[config.mk]
export PLATFORM = sky130hd
export DESIGN_NAME = uart_tx
export DESIGN_NICKNAME = d
export VERILOG_FILES = /design/src/rtl/uart_pkg.sv /design/src/rtl/uart_baud_gen.sv /design/src/rtl/uart_tx.sv
export SDC_FILE = /design/constraint.sdc
export NUM_CORES = 1
export LEC_CHECK = 0
export BUFFER_PORTS_ARGS = -buffer_cell sky130_fd_sc_hd__buf_2
export CORE_MARGIN = 8
export CORE_UTILIZATION = 35
export CTS_BUF_LIST = sky130_fd_sc_hd__clkbuf_4
export DETAILED_ROUTE_END_ITERATION = 8
export GPL_ROUTABILITY_DRIVEN = 0
export GPL_TIMING_DRIVEN = 0
export HOLD_SLACK_MARGIN = 0.15
export PLACE_DENSITY = 0.62
export SYNTH_ARGS = -nofsm -noshare
export SYNTH_HDL_FRONTEND = slang
export SYNTH_HIERARCHICAL = 1
export SYNTH_SLANG_ARGS = --single-unit
[constraint.sdc]
create_clock -name clk -period 1.7 [get_ports clk]
set_input_delay 0.17 -clock clk [delete_from_list [all_inputs] [get_ports clk]]
set_output_delay 0.17 -clock clk [all_outputs]
set_load 0.01 [all_outputs]
[src/rtl/uart_pkg.sv]
// -----------------------------------------------------------------------------
// uart_pkg
// Shared definitions for the UART transmitter (and its paired receiver):
//   tx_state_t    - transmitter FSM states
//   UART_IDLE     - line level while idle and during stop bits (mark)
//   UART_START    - line level of the start bit (space)
//   frame_clocks  - clocks occupied by one frame on the line, for benches
// -----------------------------------------------------------------------------
package uart_pkg;

    typedef enum logic [2:0] {
        IDLE,
        START,
        DATA,
        PARITY,
        STOP
    } tx_state_t;

    localparam logic UART_IDLE  = 1'b1;
    localparam logic UART_START = 1'b0;

    // Start bit + data bits + optional parity bit + stop bits, each DIVISOR clocks.
    function automatic int frame_clocks(input int width, input int divisor,
                                        input int stop_bits, input bit parity);
        return (1 + width + stop_bits + int'(parity)) * divisor;
    endfunction

endpackage

[src/rtl/uart_baud_gen.sv]
// -----------------------------------------------------------------------------
// uart_baud_gen
// Free-running divide-by-DIVISOR counter. o_tick is high for the one clock in
// which the count equals DIVISOR-1, i.e. the last clock of each bit period.
// Ports:
//   clk      - system clock
//   i_reset  - synchronous, active-high reset (count = 0)
//   i_clear  - synchronous clear; the next count is 0 (restarts a bit period)
//   o_tick   - last clock of the current bit period
// -----------------------------------------------------------------------------
module uart_baud_gen #(
    parameter int DIVISOR = 4
) (
    input  logic clk,
    input  logic i_reset,
    input  logic i_clear,
    output logic o_tick
);

    localparam int CW = ($clog2(DIVISOR) > 1) ? $clog2(DIVISOR) : 1;
    localparam logic [CW-1:0] LAST = CW'(DIVISOR - 1);

    logic [CW-1:0] cnt_q, cnt_d;

    assign o_tick = (cnt_q == LAST);

    always_comb begin
        cnt_d = cnt_q + 1'b1;
        if (i_clear || o_tick) begin
            cnt_d = '0;
        end
    end

    always_ff @(posedge clk) begin
        if (i_reset) begin
            cnt_q <= '0;
        end else begin
            cnt_q <= cnt_d;
        end
    end

endmodule

[src/rtl/uart_tx.sv]
// -----------------------------------------------------------------------------
// uart_tx
// UART serializer: accepts a word over valid/ready and sends
//   start (0), WIDTH data bits MSB-first, [even parity], STOP_BITS stop (1)
// with every bit held DIVISOR clocks on a registered, idle-high line.
// Build option: define UART_TX_PARITY_EN to insert an even-parity bit
// between the data bits and the stop bit(s).
// Ports:
//   clk          - system clock, all logic on posedge
//   i_reset      - synchronous, active-high reset; aborts any frame
//   i_data       - word to send, sampled only on accept
//   i_data_valid - source has a word
//   o_ready      - can accept (high only in IDLE)
//   o_tx         - serial line
//   o_busy       - frame in progress (= ~o_ready)
//   o_done       - one-clock pulse in the last clock of the final stop bit
// -----------------------------------------------------------------------------
module uart_tx
    import uart_pkg::*;
#(
    parameter int WIDTH     = 8,
    parameter int DIVISOR   = 4,
    parameter int STOP_BITS = 1
) (
    input  logic             clk,
    input  logic             i_reset,
    input  logic [WIDTH-1:0] i_data,
    input  logic             i_data_valid,
    output logic             o_ready,
    output logic             o_tx,
    output logic             o_busy,
    output logic             o_done
);

    localparam int BW = ($clog2(WIDTH + 1) > 1) ? $clog2(WIDTH + 1) : 1;
    localparam logic [BW-1:0] LAST_BIT  = BW'(WIDTH - 1);
    localparam logic [BW-1:0] LAST_STOP = BW'(STOP_BITS - 1);

    tx_state_t        state_q, state_d;
    logic [WIDTH-1:0] shift_q, shift_d;
    logic [BW-1:0]    bit_cnt_q, bit_cnt_d;   // data bits, then reused for stop bits
    logic             tx_q, tx_d;
    logic             tick;
    logic             accept;
`ifdef UART_TX_PARITY_EN
    logic             parity_q, parity_d;
`endif

    assign accept  = i_data_valid && (state_q == IDLE);
    assign o_ready = (state_q == IDLE);
    assign o_busy  = ~o_ready;
    assign o_tx    = tx_q;
    assign o_done  = (state_q == STOP) && tick && (bit_cnt_q == LAST_STOP);

    // Restarting the bit period on every state change keeps each bit exactly
    // DIVISOR clocks regardless of where the counter was when the word arrived.
    uart_baud_gen #(
        .DIVISOR (DIVISOR)
    ) u_baud_gen (
        .clk     (clk),
        .i_reset (i_reset),
        .i_clear (state_d != state_q),
        .o_tick  (tick)
    );

    // NOTE: every output of this block gets a default first, so no path leaves
    // a variable unassigned and no latch is inferred.
    always_comb begin
        state_d   = state_q;
        shift_d   = shift_q;
        bit_cnt_d = bit_cnt_q;
`ifdef UART_TX_PARITY_EN
        parity_d  = parity_q;
`endif

        unique case (state_q)
            IDLE: begin
                if (accept) begin
                    state_d   = START;
                    shift_d   = i_data;
                    bit_cnt_d = '0;
`ifdef UART_TX_PARITY_EN
                    parity_d  = ^i_data;
`endif
                end
            end
            START: begin
                if (tick) begin
                    state_d   = DATA;
                    bit_cnt_d = '0;
                end
            end
            DATA: begin
                if (tick) begin
                    shift_d = shift_q << 1;
                    if (bit_cnt_q == LAST_BIT) begin
                        bit_cnt_d = '0;
`ifdef UART_TX_PARITY_EN
                        state_d   = PARITY;
`else
                        state_d   = STOP;
`endif
                    end else begin
                        bit_cnt_d = bit_cnt_q + 1'b1;
                    end
                end
            end
            PARITY: begin
                if (tick) begin
                    state_d   = STOP;
                    bit_cnt_d = '0;
                end
            end
            STOP: begin
                if (tick) begin
                    if (bit_cnt_q == LAST_STOP) begin
                        state_d   = IDLE;
                        bit_cnt_d = '0;
                    end else begin
                        bit_cnt_d = bit_cnt_q + 1'b1;
                    end
                end
            end
            default: state_d = IDLE;
        endcase

        // The line is registered from the next state, so o_tx changes on the
        // same edge as the state and stays aligned with o_ready/o_done.
        tx_d = UART_IDLE;
        case (state_d)
            START:   tx_d = UART_START;
            DATA:    tx_d = shift_d[WIDTH-1];
`ifdef UART_TX_PARITY_EN
            PARITY:  tx_d = parity_d;
`endif
            default: tx_d = UART_IDLE;
        endcase
    end

    // NOTE: sequential state uses non-blocking assignments so every flop
    // samples its pre-edge value regardless of statement order.
    always_ff @(posedge clk) begin
        if (i_reset) begin
            state_q   <= IDLE;
            shift_q   <= '0;
            bit_cnt_q <= '0;
            tx_q      <= UART_IDLE;
`ifdef UART_TX_PARITY_EN
            parity_q  <= 1'b0;
`endif
        end else begin
            state_q   <= state_d;
            shift_q   <= shift_d;
            bit_cnt_q <= bit_cnt_d;
            tx_q      <= tx_d;
`ifdef UART_TX_PARITY_EN
            parity_q  <= parity_d;
`endif
        end
    end

endmodule

==> results.sh, run 1 <==
export IMPL_core_um2=2690
export IMPL_vias=872
export IMPL_clkLatencyLatePin_ns=0.29
export IMPL_nNetsFinal=149
export IMPL_numCtsBuffers=3
export IMPL_outcome="finished clean"
export IMPL_path_delay_family="multiplexers"
export IMPL_hpwl_um=1610
export IMPL_leakagePower_nw=0.446
export IMPL_area_delta_synth_final_pct=19.4
export IMPL_clk_pin_slew_worst_paths_ns=0.10
export IMPL_slew_viol_final=0
export IMPL_routed_wl_um=2100
export IMPL_grt_usage=0.0993
export IMPL_io_pins=15
export IMPL_grt_pass1_wl_um=3660
export IMPL_grt_max_degree=11
export IMPL_syn_avg_cell_area_um2=8.45
export IMPL_final_util=0.428
export IMPL_worst_slew_pin_transition_ns=0.431
export IMPL_drive_above_1_share=0.278
export IMPL_clkSinkCount=18
export IMPL_h_tree_depth=1
export IMPL_cp_slowest_cell="dfxtp_2"
export IMPL_cts_tree="built"
export IMPL_period_share=0.954
export IMPL_grt_overflow_total=0
export IMPL_yosysWarnings=6
export IMPL_cp_cell_sequence="ha_4 > buf_6 > mux2i_1 > mux2_4 > or3_1 > a21oi_1"
export IMPL_crit_required_ns=1.93
export IMPL_cpPeakStageDelay_ns=0.37
export IMPL_slew_headroom=0.712
export IMPL_synth_seq_area_share=0.374
export IMPL_max_freq_mhz=617
export IMPL_worstPathMaxFanout=10
export IMPL_final_cell_mix="buf_2, a21oi_1, dfxtp_1"
export IMPL_vias_per_cell=5.32
export IMPL_synth_edff_count=0
export IMPL_clock_skew_ns=0.00376
export IMPL_finalCriticalPeriod_ns=1.62
export IMPL_fin_hold_ws_ns=0.172
export IMPL_arrival_ns=1.85
export IMPL_grt_pass1_vias=892
export IMPL_final_common_cell="buf_2"
export IMPL_finalPower_uw=830
export IMPL_dr_pass1_iters=4
export IMPL_antenna_found_initial=0
export IMPL_start_util=0.359
export IMPL_drc=0
export IMPL_syn_inst=114
export IMPL_die_h_um=68.5
export IMPL_root_buffer="clkbuf_4"
export IMPL_hold_violations=0
export IMPL_die_x_um=68.5
export IMPL_synthArstFlopShare=0
export IMPL_syn_nets=128
export IMPL_ys_seq_elements=18
export IMPL_pwr_density_cell_nw_per_um2=722
export IMPL_port_buffers=14
export IMPL_hold_class="in2reg"
export IMPL_die_area_um2=4690
export IMPL_cts_path_max_buffers=2
export IMPL_synth_distinct_cells=34
export IMPL_antenna_cells=0
export IMPL_max_cap_viol_count=0
export IMPL_ir_drop_mv=0.431
export IMPL_post_drt_wl_per_cell_um=12.8
export IMPL_crit_buf_inv=1
export IMPL_netlist_area_um2=963
export IMPL_critPathCaptureType="flip-flop"
export IMPL_drtIter0Drc=33
export IMPL_synth_top_flop_cell="dfxtp_1"
export IMPL_final_setup_viol_count=0
export IMPL_ant_nets=0
export IMPL_path_class="reg2reg"
export IMPL_startpoint_type="flip-flop"
export IMPL_std_cell_rows=19
-- layer usage --
metal / part of all wire / vias up / GRT usage
met3: 0.040 / 0 / 0.0344
met5: 0 / - / 0
met2: 0.47 / 21 / 0.166
li1: - / 447 / -
met4: 0 / 0 / 0.0205
met1: 0.49 / 404 / 0.120
-- cells in the mapped netlist (2+ instances only) --
cell type | instances | area, um^2
clkbuf_1 | 2 | 7.51
nor4b_2 | 2 | 30.0
a22oi_1 | 7 | 52.6
buf_2 | 3 | 15.0
nor2_1 | 12 | 45.0
a21oi_1 | 15 | 75.1
nor4_2 | 2 | 25.0
nand2_1 | 10 | 37.5
ha_1 | 3 | 37.5
mux2i_1 | 2 | 20.0
or3b_1 | 2 | 17.5
nand3_1 | 2 | 10.0
buf_4 | 2 | 15.0
o21ai_0 | 6 | 30.0
or3_1 | 2 | 12.5
dfxtp_1 | 18 | 360
inv_1 | 4 | 15.0
o22ai_1 | 2 | 12.5
nand2b_1 | 3 | 18.8
-- report_power, final --
part           leakage (nW)  switching (mW)  total (mW)  internal (mW)
Sequential            0.148          0.0176       0.466          0.448
Combinational         0.284          0.0811       0.158         0.0773
Clock                0.0138           0.124       0.206         0.0823
Total                 0.446           0.222       0.830          0.607
-- worst paths after layout --
check / startpoint / endpoint / slack (ns) / cells after the start
worst max-delay path: u_baud_gen/cnt_q[0]$_SDFF_PP0_ / bit_cnt_q[3]$_SDFFE_PP0P_ / 0.08 / 6
worst min-delay path: i_reset / bit_cnt_q[1]$_SDFFE_PP0P_ / 0.17 / 2
worst max register to register: u_baud_gen/cnt_q[0]$_SDFF_PP0_ / bit_cnt_q[3]$_SDFFE_PP0P_ / 0.08 / 6
worst min register to register: u_baud_gen/cnt_q[0]$_SDFF_PP0_ / u_baud_gen/cnt_q[0]$_SDFF_PP0_ / 0.44 / 1
-- kinds of logic (layout without fill, tap and decap cells) --
| kind of cell | after synthesis | count (layout) | synth area share |
|---|---|---|---|
| AO/OA/AOI/OAI | 35 | 35 | 0.217 |
| XOR/XNOR | 2 | 2 | 0.0182 |
| adder cells (fa/ha/maj) | 3 | 3 | 0.0390 |
| buffers and inverters | 11 | 30 | 0.0545 |
| flip-flops | 18 | 18 | 0.374 |
| multiplexers | 3 | 3 | 0.0364 |
| AND/OR/NAND/NOR | 42 | 42 | 0.261 |
-- flip-flops by register name, summed over array words and instances, names as in the netlist --
register	count
shift_q	8
bit_cnt_q	4
state_q	3
u_baud_gen/cnt_q	2
o_tx	1
-- through the flow --
| step | worst slack, ns | area, um^2 | cells | setup TNS, ns |
|---|---|---|---|---|
| after global routing | -0.0199 | 1150 | 164 | -0.0199 |
| after floorplan | 0.0691 | 963 | 114 | 0 |
| final | 0.0781 | 1150 | 164 | 0 |
| after CTS | 0.00179 | 1120 | 163 | 0 |
| after detailed placement | -0.0910 | 1070 | 159 | -0.0910 |
| after global placement | -0.0345 | 1070 | 159 | -0.0345 |
-- final cells by class --
class | instances | area, um^2
plain buffers | 7 | 42.5
repair buffers | 16 | 87.6
inverters | 4 | 15.0
fillers | 266 | 1540
multi-input cells | 85 | 579
flip-flops and latches | 18 | 364
well taps | 31 | 38.8
clock buffers | 3 | 22.5
-- repair_timing --
| item | 4_1_cts | 5_1_grt |
|---|---|---|
| endpoints found under the hold margin | 1 | 0 |
| setup endpoints to repair | 2 | 5 |
| cloned | 0 | 0 |
| buffers inserted | 0 | 1 |
| hold buffers | 1 | 0 |
| resized for setup | 4 | 9 |
| pin swaps | 0 | 1 |
(Power assumes the default switching activity.)
==> run 2, diff against run 1 <==
--- a/config.mk
+++ b/config.mk
@@ -8,7 +8,8 @@
 export BUFFER_PORTS_ARGS = -buffer_cell sky130_fd_sc_hd__buf_2
 export CORE_MARGIN = 8
 export CORE_UTILIZATION = 35
-export CTS_BUF_LIST = sky130_fd_sc_hd__clkbuf_4
+export CTS_BUF_LIST = sky130_fd_sc_hd__clkbuf_2
+export CTS_CLUSTER_DIAMETER = 200
 export DETAILED_ROUTE_END_ITERATION = 8
 export GPL_ROUTABILITY_DRIVEN = 0
 export GPL_TIMING_DRIVEN = 0
==> run 2 against run 1 <==
  * Clock skew is 0.0031 ns lower
  * Die area stayed put
  * Non-clock buffer count is 6 higher
==> results.sh, run 2 (synthesized netlist as in run 1, its figures left out) <==
export IMPL_grt_usage=0.101
export IMPL_antenna_cells=0
export IMPL_drc=0
export IMPL_max_cap_viol_count=0
export IMPL_die_area_um2=4690
export IMPL_ir_drop_mv=0.422
export IMPL_rsz0062_at_grt="yes"
export IMPL_fin_setup_tns_ns=0
export IMPL_antenna_found_initial=0
export IMPL_dr_pass1_iters=4
export IMPL_worstPathMaxFanout=4
export IMPL_period_share=0.952
export IMPL_clkSinkCount=18
export IMPL_die_x_um=68.5
export IMPL_reg_top3="shift_q x8, bit_cnt_q x4, state_q x3"
export IMPL_core_um2=2690
export IMPL_slew_headroom=0.719
export IMPL_slew_viol_final=0
export IMPL_root_buffer="clkbuf_2"
export IMPL_worst_slack_ns=0.0815
export IMPL_final_common_cell="buf_2"
export IMPL_start_util=0.359
export IMPL_area_delta_synth_final_pct=24.7
export IMPL_vias_per_cell=5.30
export IMPL_hold_violations=0
export IMPL_grt_overflow_total=0
export IMPL_hpwl_um=1610
export IMPL_critPathCaptureType="output port"
export IMPL_grt_pass1_vias=893
export IMPL_final_cell_mix="buf_2, a21oi_1, nor2_1, dfxtp_1, nand2_1"
export IMPL_nNetsFinal=155
export IMPL_final_setup_viol_count=0
export IMPL_drtIter0Drc=37
export IMPL_pwr_density_cell_nw_per_um2=674
export IMPL_post_drt_wl_per_cell_um=12.7
export IMPL_ant_nets=0
export IMPL_place_ws_ns=-0.0910
export IMPL_top_usage_layer="met2"
export IMPL_hold_class="in2reg"
export IMPL_grt_max_degree=11
export IMPL_routed_wl_um=2160
export IMPL_clkLatencyLatePin_ns=0.29
export IMPL_grt_pass1_wl_um=3700
export IMPL_grt_util_met1=0.119
export IMPL_outcome="finished clean"
export IMPL_final_cell_count_no_fill=170
export IMPL_worst_slew_pin_transition_ns=0.422
export IMPL_grt_util_met2=0.171
export IMPL_path_class="reg2out"
export IMPL_std_cell_rows=19
export IMPL_grt_use_met3=0.0360
export IMPL_h_tree_depth=1
export IMPL_fin_hold_ws_ns=0.155
export IMPL_cts_path_max_buffers=2
export IMPL_port_buffers=14
export IMPL_place_area_um2=1070
export IMPL_drive_above_1_share=0.309
export IMPL_startpoint_type="flip-flop"
export IMPL_leakagePower_nw=0.475
export IMPL_io_pins=15
export IMPL_largest_reg_flops=8
export IMPL_clk_pin_slew_worst_paths_ns=0.16
export IMPL_max_freq_mhz=618
export IMPL_final_area_um2=1200
export IMPL_dp_cells=159
export IMPL_top_register="shift_q"
export IMPL_numCtsBuffers=3
export IMPL_die_h_um=68.5
export IMPL_crit_required_ns=1.53
export IMPL_arrival_ns=1.45
export IMPL_finalCriticalPeriod_ns=1.62
export IMPL_cts_tree="built"
export IMPL_vias=901
export IMPL_clock_skew_ns=0.000614
run 2: worst max-delay path, stage by stage (launching register included):
cell and delay (ns):
dfxtp_2 0.36, inv_2 0.07, ha_1 0.14, nor3b_4 0.23
nand2_1 0.10, nor2_1 0.12, buf_2 0.14
run 2: through the flow:
step                power (mW)   util
floorplan                0.572      -
global placement         0.611  0.399
detailed placement       0.618  0.399
CTS                      0.809  0.429
global route             0.860  0.447
finish                   0.809  0.447
run 2: metal layers:
metal / up-vias / wire length, um
met2: 21 / 1050
met5: - / 0
li1: 461 / -
met4: 0 / 0
met3: 0 / 106
met1: 419 / 999
run 2: final timing paths:
check,slack (ns),start,cells after the start,endpoint
setup reg to reg,0.08,u_baud_gen/cnt_q[0]$_SDFF_PP0_,6,bit_cnt_q[3]$_SDFFE_PP0P_
hold / removal,0.15,i_data[5],3,shift_q[5]$_SDFFE_PP0P_
hold reg to reg,0.45,u_baud_gen/cnt_q[0]$_SDFF_PP0_,1,u_baud_gen/cnt_q[0]$_SDFF_PP0_
setup / recovery,0.08,bit_cnt_q[0]$_SDFFE_PP0P_,6,o_done
run 2: what timing repair did:
| item | CTS | global route |
|---|---|---|
| pin swaps | 0 | 2 |
| endpoints found under the setup margin | 4 | 5 |
| hold endpoints to repair | 7 | 0 |
| gates resized for setup | 6 | 10 |
| buffers inserted | 0 | 4 |
| hold buffers | 4 | 0 |
run 2: area by class of cell:
cell class / instances / area, um^2
timing repair buffer: 22 / 140
tap: 31 / 38.8
clock buffer: 3 / 15.0
fill: 260 / 1490
sequential: 18 / 370
multi-input combinational: 85 / 579
buffer: 7 / 42.5
inverter: 4 / 15.0
run 2: power breakdown:
group          leakage, nW  internal, mW  switching (mW)
logic                0.312        0.0856          0.0832
clock network       0.0125        0.0481           0.127
registers            0.150         0.449          0.0171
